--- config.mk ---
export PLATFORM = sky130hd
export DESIGN_NAME = tetris_input_ctrl
export DESIGN_NICKNAME = d
export VERILOG_FILES = /design/src/rtl/tetris_pkg.sv /design/src/rtl/btn_debounce.sv /design/src/rtl/tetris_input_ctrl.sv
export SDC_FILE = /design/constraint.sdc
export NUM_CORES = 1
export LEC_CHECK = 0
export CORE_UTILIZATION = 65
export CTS_CLUSTER_SIZE = 30
export DETAILED_ROUTE_END_ITERATION = 6
export GPL_TIMING_DRIVEN = 1
export PLACE_DENSITY = 0.8
export SYNTH_ARGS = -nofsm -noshare
export SYNTH_HDL_FRONTEND = slang
export SYNTH_SLANG_ARGS = --single-unit
--- constraint.sdc ---
create_clock -name clk -period 7.3 [get_ports clk]
set_input_delay 1.46 -clock clk [delete_from_list [all_inputs] [get_ports clk]]
set_output_delay 1.46 -clock clk [all_outputs]
set_load 0.01 [all_outputs]
--- src/rtl/tetris_pkg.sv ---
// Shared types for the Tetris button front end.
// Button indices follow the held_o bit order {start, rotate, right, left}.
package tetris_pkg;

  localparam int NUM_BTNS = 4;

  typedef enum logic [1:0] {
    BTN_LEFT   = 2'd0,
    BTN_RIGHT  = 2'd1,
    BTN_ROTATE = 2'd2,
    BTN_START  = 2'd3
  } btn_idx_t;

  typedef enum logic [1:0] {
    IDLE   = 2'd0,
    DELAY  = 2'd1,
    REPEAT = 2'd2
  } das_state_t;

endpackage

--- src/rtl/btn_debounce.sv ---
// One button: two-flop synchroniser, counting debouncer, rising-edge press.
// press_o is high for the cycle right after the stable level rises.
module btn_debounce #(
  parameter int DEBOUNCE_CYCLES = 500000
) (
  input  logic clk,
  input  logic reset,
  input  logic btn_i,
  output logic level_o,
  output logic press_o
);

  localparam int CW = $clog2(DEBOUNCE_CYCLES + 1);
  localparam logic [CW-1:0] CNT_LAST = CW'(DEBOUNCE_CYCLES - 1);

  logic [1:0]    sync_d, sync_q;
  logic          level_d, level_q;
  logic          press_d, press_q;
  logic [CW-1:0] cnt_d, cnt_q;

  always_comb begin
    sync_d  = {sync_q[0], btn_i};
    level_d = level_q;
    press_d = 1'b0;
    cnt_d   = '0;
    if (sync_q[1] != level_q) begin
      if (cnt_q == CNT_LAST) begin
        level_d = sync_q[1];
        press_d = sync_q[1];
      end else begin
        cnt_d = cnt_q + CW'(1);
      end
    end
  end

  always_ff @(posedge clk or posedge reset) begin
    if (reset) begin
      sync_q  <= '0;
      level_q <= 1'b0;
      press_q <= 1'b0;
      cnt_q   <= '0;
    end else begin
      sync_q  <= sync_d;
      level_q <= level_d;
      press_q <= press_d;
      cnt_q   <= cnt_d;
    end
  end

  assign level_o = level_q;
  assign press_o = press_q;

endmodule

--- src/rtl/tetris_input_ctrl.sv ---
// Tetris button front end: debounced single-cycle commands, DAS/ARR on left/right.
// Auto-repeat is built only when TETRIS_AUTOREPEAT_EN is defined.
module tetris_input_ctrl
  import tetris_pkg::*;
#(
  parameter int DEBOUNCE_CYCLES  = 500000,
  parameter int DAS_DELAY_CYCLES = 8000000,
  parameter int ARR_CYCLES       = 2500000
) (
  input  logic       clk,
  input  logic       reset,
  input  logic       btn_left,
  input  logic       btn_right,
  input  logic       btn_rotate,
  input  logic       btn_start,
  output logic       left_o,
  output logic       right_o,
  output logic       rotate_o,
  output logic       start_o,
  output logic [3:0] held_o
);

  if (DEBOUNCE_CYCLES < 1 || DAS_DELAY_CYCLES < 1 || ARR_CYCLES < 1) begin : g_bad_cfg
    $error("tetris_input_ctrl: timing parameters must be >= 1");
  end

  logic [NUM_BTNS-1:0] btn;
  logic [NUM_BTNS-1:0] level;
  logic [NUM_BTNS-1:0] press;

  assign btn = {btn_start, btn_rotate, btn_right, btn_left};

  for (genvar i = 0; i < NUM_BTNS; i++) begin : g_btn
    btn_debounce #(
      .DEBOUNCE_CYCLES(DEBOUNCE_CYCLES)
    ) u_db (
      .clk    (clk),
      .reset  (reset),
      .btn_i  (btn[i]),
      .level_o(level[i]),
      .press_o(press[i])
    );
  end

  logic both_press;
  logic [1:0] fire;

  assign both_press = press[BTN_LEFT] & press[BTN_RIGHT];

`ifdef TETRIS_AUTOREPEAT_EN
  localparam int TMAX = (DAS_DELAY_CYCLES > ARR_CYCLES) ?
                        DAS_DELAY_CYCLES : ARR_CYCLES;
  localparam int TW = $clog2(TMAX + 1);
  localparam logic [TW-1:0] DAS_LAST = TW'(DAS_DELAY_CYCLES - 1);
  localparam logic [TW-1:0] ARR_LAST = TW'(ARR_CYCLES - 1);

  das_state_t    st_d  [2];
  das_state_t    st_q  [2];
  logic [TW-1:0] tmr_d [2];
  logic [TW-1:0] tmr_q [2];
  logic          conflict;

  // Both directions held: timers freeze, only fresh presses may fire.
  assign conflict = level[BTN_LEFT] & level[BTN_RIGHT];

  always_comb begin
    for (int d = 0; d < 2; d++) begin
      st_d[d]  = st_q[d];
      tmr_d[d] = tmr_q[d];
      fire[d]  = 1'b0;
      if (!level[d]) begin
        st_d[d]  = IDLE;
        tmr_d[d] = '0;
      end else begin
        unique case (st_q[d])
          IDLE: begin
            if (press[d]) begin
              fire[d]  = 1'b1;
              st_d[d]  = DELAY;
              tmr_d[d] = '0;
            end
          end
          DELAY: begin
            if (!conflict) begin
              if (tmr_q[d] == DAS_LAST) begin
                fire[d]  = 1'b1;
                st_d[d]  = REPEAT;
                tmr_d[d] = '0;
              end else begin
                tmr_d[d] = tmr_q[d] + TW'(1);
              end
            end
          end
          REPEAT: begin
            if (!conflict) begin
              if (tmr_q[d] == ARR_LAST) begin
                fire[d]  = 1'b1;
                tmr_d[d] = '0;
              end else begin
                tmr_d[d] = tmr_q[d] + TW'(1);
              end
            end
          end
          default: begin
            st_d[d]  = IDLE;
            tmr_d[d] = '0;
          end
        endcase
      end
    end
  end

  always_ff @(posedge clk or posedge reset) begin
    if (reset) begin
      for (int d = 0; d < 2; d++) begin
        st_q[d]  <= IDLE;
        tmr_q[d] <= '0;
      end
    end else begin
      for (int d = 0; d < 2; d++) begin
        st_q[d]  <= st_d[d];
        tmr_q[d] <= tmr_d[d];
      end
    end
  end
`else
  assign fire = press[1:0];
`endif

  logic [NUM_BTNS-1:0] cmd_d, cmd_q;

  always_comb begin
    cmd_d             = '0;
    cmd_d[BTN_LEFT]   = fire[0];
    cmd_d[BTN_RIGHT]  = fire[1] & ~both_press;
    cmd_d[BTN_ROTATE] = press[BTN_ROTATE];
    cmd_d[BTN_START]  = press[BTN_START];
  end

  always_ff @(posedge clk or posedge reset) begin
    if (reset) begin
      cmd_q <= '0;
    end else begin
      cmd_q <= cmd_d;
    end
  end

  assign left_o   = cmd_q[BTN_LEFT];
  assign right_o  = cmd_q[BTN_RIGHT];
  assign rotate_o = cmd_q[BTN_ROTATE];
  assign start_o  = cmd_q[BTN_START];
  assign held_o   = level;

endmodule
## Word-level counts from Yosys, hierarchy flattened

Cells that the tools add are included.
W data, S select, Z words.

| word-level totals | value |
|---|---|
| flip-flop bits (word level) | 96 |
| logic and storage cells | 52 |
| bits of input ports | 6 |
| output and inout port bits | 8 |

| operators by class | value |
|---|---|
| $add $sub $neg | 4 |
| eq/ne operators | 8 |
| muxes and demuxes | 16 |
| bitwise gates (word level) | 3 |
| reduce and logical (&&, ||, !) cells | 4 |

Operators by type and width:

| kind | count |
|---|---|
| $mux W19 | 8 |
| $add A19 B1 Y19 const B | 4 |
| $eq A19 B19 Y1 const B | 4 |
| $mux W1 | 8 |
| $reduce_and A2 Y1 | 4 |
| $ne A1 B1 Y1 | 4 |
| $and A1 B1 Y1 | 2 |
| $not A1 Y1 | 1 |

## Longest topological paths before layout

| logic depth | value |
|---|---|
| word-level depth | 3 |
| mapped depth | 6 |
| mapped depth without buffers | 5 |

## Modules after synthesis

Synthesis repeated with hierarchy kept, for this count alone.

| second synthesis, totals | value |
|---|---|
| cell total of the unflattened synthesis | 438 |
| area total of the unflattened synthesis | 4732.0 um^2 |

By module, submodules not included:

| module | area an instance (um^2) | times used | cells an instance | sequential area each (um^2) |
|---|---|---|---|---|
| btn_debounce | 1153.6 | 4 | 108 | 575.6 |
| tetris_input_ctrl | 117.6 | 1 | 6 | 100.1 |

## Least setup slack after synthesis

Ideal clock, no wire load.

| path | value |
|---|---|
| path kind | register to output |
| from | register g_btn[0].u_db.level_q |
| to | output held_o[0] |
| required time | 5840 ps |
| arrival | 528 ps |
| cell stages (with the launch flop) | 2 |
| slack | 5312 ps |
| cells stage by stage | dfrtp_1 -> buf_4 |

RTL lines:

| item | line | RTL |
|---|---|---|
| from (decl) | btn_debounce.sv:17 | `logic level_d, level_q;` |
| from (signal assigned) | btn_debounce.sv:44 | `level_q <= level_d;` |
| to (decl) | tetris_input_ctrl.sv:20 | `output logic [3:0] held_o` |

No word-level cell between the ends.

## Final worst setup path

| path | value |
|---|---|
| from | register g_btn[3].u_db.level_q |
| to | output held_o[3] |

RTL lines:

| item | line |
|---|---|
| from (decl) | btn_debounce.sv:17 |
| from (signal assigned) | btn_debounce.sv:44 |

No word-level cell between the ends.

==> flow_summary.yaml <==
grt:
  grt_usage: 0.244
  grt_overflow: 0
  antenna_found_initial: 0
  grt_pass1_wl_um: 13800
  grt_pass1_vias: 3099
  grt_max_degree: 97
timing:
  rsz0062_at_grt: "false"
  tns_ns: 0
  drv_slew: 0
  hold_viol: 0
  fin_crit_ns: 2.78
  setup_violations: 0
  finClkSkew_ns: 0.0140
  worst_slew_pin_slew_ns: 1.19
  setup_ws_ns: 4.52
  fin_crit_sh: 0.381
  slew_headroom: 0.200
  max_freq_mhz: 360
  whs_ns: 0.342
route:
  drt_iter0_drc: 145
  via_per_inst: 6.03
  routed_wl_um: 7960
  first_pass_iters: 6
  drc: 0
  vias: 3189
  wl_per_cell_um: 15.1
  drtAntennaViolNets: 0
synthesis:
  synthMuxAreaShare: 0.0102
  syn_nets: 443
  netlist.area_leader.share: 0.542
  yosys.area_share.xor_xnor: 0.105
  synth_adder_area_share: 0.0113
  synth_compound_area_frac: 0.0514
  ys_top_cells_by_area: "dfrtp_1 54%, xnor2_1 7.1%, nor2_1 5.1%"
  yosys_warnings: 0
  synth-simple-area-share: 0.255
  yosysSeqAreaShare: 0.542
  synth_top_family_by_area: "simple AND/OR/NAND/NOR gates"
  syn_area_um2: 4430
  synth_area_leader_cell: "dfrtp_1"
  ys_types: 36
  synthCells: 433
  syn_avg_cell_area_um2: 10.2
  synth-seq-cells: 96
finish:
  syn2layout_area_growth_pct: 8.61
  layout_common_cells: "96 x dfrtp_1, 60 x nor2_1, 36 x xnor2_1"
  layout-drive-gt1-share: 0.0597
  layout_commonest_cell: "dfrtp_1"
  regArea_um2: 2400
  diodes: 0
  fillers: 461
  post-route-util: 0.745
  multiInputGateArea_um2: 1920
  final_nets: 457
setup_path:
  critPathMaxStageDelay_ns: 0.56
  critPathSlowestCell: "clkdlybuf4s50_1"
  rrSetupSlack_ns: 5.04
  cp.arrival_ns: 1.32
  path_class: "reg -> out"
  cp-end-kind: "output port"
  critPathTopFamily: "buffers and inverters"
  crit_buf_inv: 1
  required_ns: 5.84
  critPathLaunchType: "register"
  cp_max_fo: 4
  path_cells: "clkdlybuf4s50_1"
clocking:
  cts_tree: "done"
  clock_latency_ns: 0.36
  clkTransAtPathRegs_ns: 0.09
  postCtsHoldBufs: 0
  clock-sinks: 96
  cts_buffers: 9
  cts_root_buf: "clkbuf_8"
  cts.htree.levels: 3
  cts_setup_buffers: 0
  cts_buffer_depth: 2
  post_cts_resized: 0
placement:
  hpwl_um: 5280
  place.port_buffers: 13
  routabilityCongestion: 0.821
  dp_slack_ns: 4.38
power_and_ir_drop:
  vdd_drop_max_mv: 0.152
  p_leak_nw: 1.95
  powerDensity_nw_per_um2: 194
floorplanning:
  die_h_um: 84.6
  die_w_um: 84.6
  ios: 14
  fp-row-count: 29
  start_util: 0.686
  core_um2: 6460
  dieArea_um2: 7150
run:
  max_cap_violations: 0
worst_hold_path:
  hold_path.class: "reg -> reg"
status:
  outcome: "complete, no violations"
synth_stat cells, drive strengths merged:
cell type   n
dfrtp      96
nor2       60
xnor2      36
nand2      28
nand3      22
nand4      22
a21oi      18
xor2       17
nor4       16
inv        15
o21ai      15
or3        13
or4        13
nor3        9
and3        8
buf         6
clkbuf      5
nor3b       5
and2        4
ha          4
mux2        4
o31ai       4
and4        3
nor4bb      3
a21boi      1
a31o        1
and3b       1
nand3b      1
nor2b       1
nor4b       1
o41ai       1
metal layers:
metal	track usage	part of all wire	vias up
met3	0.0531	0.033	14
li1	-	-	1556
met2	0.390	0.48	56
met1	0.337	0.47	1563
met4	0.0801	0.016	0
met5	0	0	-
where the power goes:
part,leakage (nW),internal [W],switching (W)
Combinational,0.526,0.00000912,0.0000216
Sequential,1.31,0.000539,0.00000732
Clock,0.107,0.000170,0.000186
final timing paths:
| path | startpoint | endpoint | cells after the start |
|---|---|---|---|
| worst max-delay path | g_btn[3].u_db.level_o$_DFFE_PP0P_ | held_o[3] | 1 |
| worst min-delay path | g_btn[2].u_db.sync_q[0]$_DFF_PP0_ | g_btn[2].u_db.sync_q[1]$_DFF_PP0_ | 0 |
| worst max register to register | g_btn[1].u_db.cnt_q[0]$_DFF_PP0_ | g_btn[1].u_db.cnt_q[6]$_DFF_PP0_ | 5 |
| worst min register to register | g_btn[2].u_db.sync_q[0]$_DFF_PP0_ | g_btn[2].u_db.sync_q[1]$_DFF_PP0_ | 0 |
| max in group asynchronous | reset | g_btn[2].u_db.sync_q[0]$_DFF_PP0_ | 2 |
| min in group asynchronous | reset | g_btn[1].u_db.cnt_q[15]$_DFF_PP0_ | 2 |
through the flow:
stage               area (um2)  power (W)  std cells
global placement          4610   0.000587        513
CTS                       4810   0.000942        529
floorplan                 4430   0.000577        433
finish                    4810   0.000933        529
detailed placement        4610   0.000588        513
global route              4810   0.000965        529
logic make-up after synthesis:
logic type	count (synthesis)
and+or+nand+nor	210
DFF	96
xor gates and xnor gates	53
AOI/OAI and AO/OA	40
buffers and inverters	26
muxes	4
adders and majority gates	4
flip-flops by register name, summed over array words and instances (netlist names):
signal	flops
g_btn.u_db.cnt_q	76
cmd_q	4
g_btn.u_db.level_o	4
g_btn.u_db.press_o	4
g_btn.u_db.sync_q	8
worst register-to-register path, stage by stage (launching register included):
cell and delay [ns]:
dfrtp_1 0.40, ha_1 0.23, and4_1 0.31, nand2_1 0.12, o21ai_1 0.89, nor2_1 0.14
cell type report:
cell class                      count  area share
Clock buffer                       10      0.0286
Clock inverter                      6      0.0138
Inverter                           15      0.0122
Multi-Input combinational cell    311       0.398
Sequential cell                    96       0.499
Tap cell                           77      0.0200
Timing Repair Buffer               14      0.0286
Power figures use the tool's default switching activity.
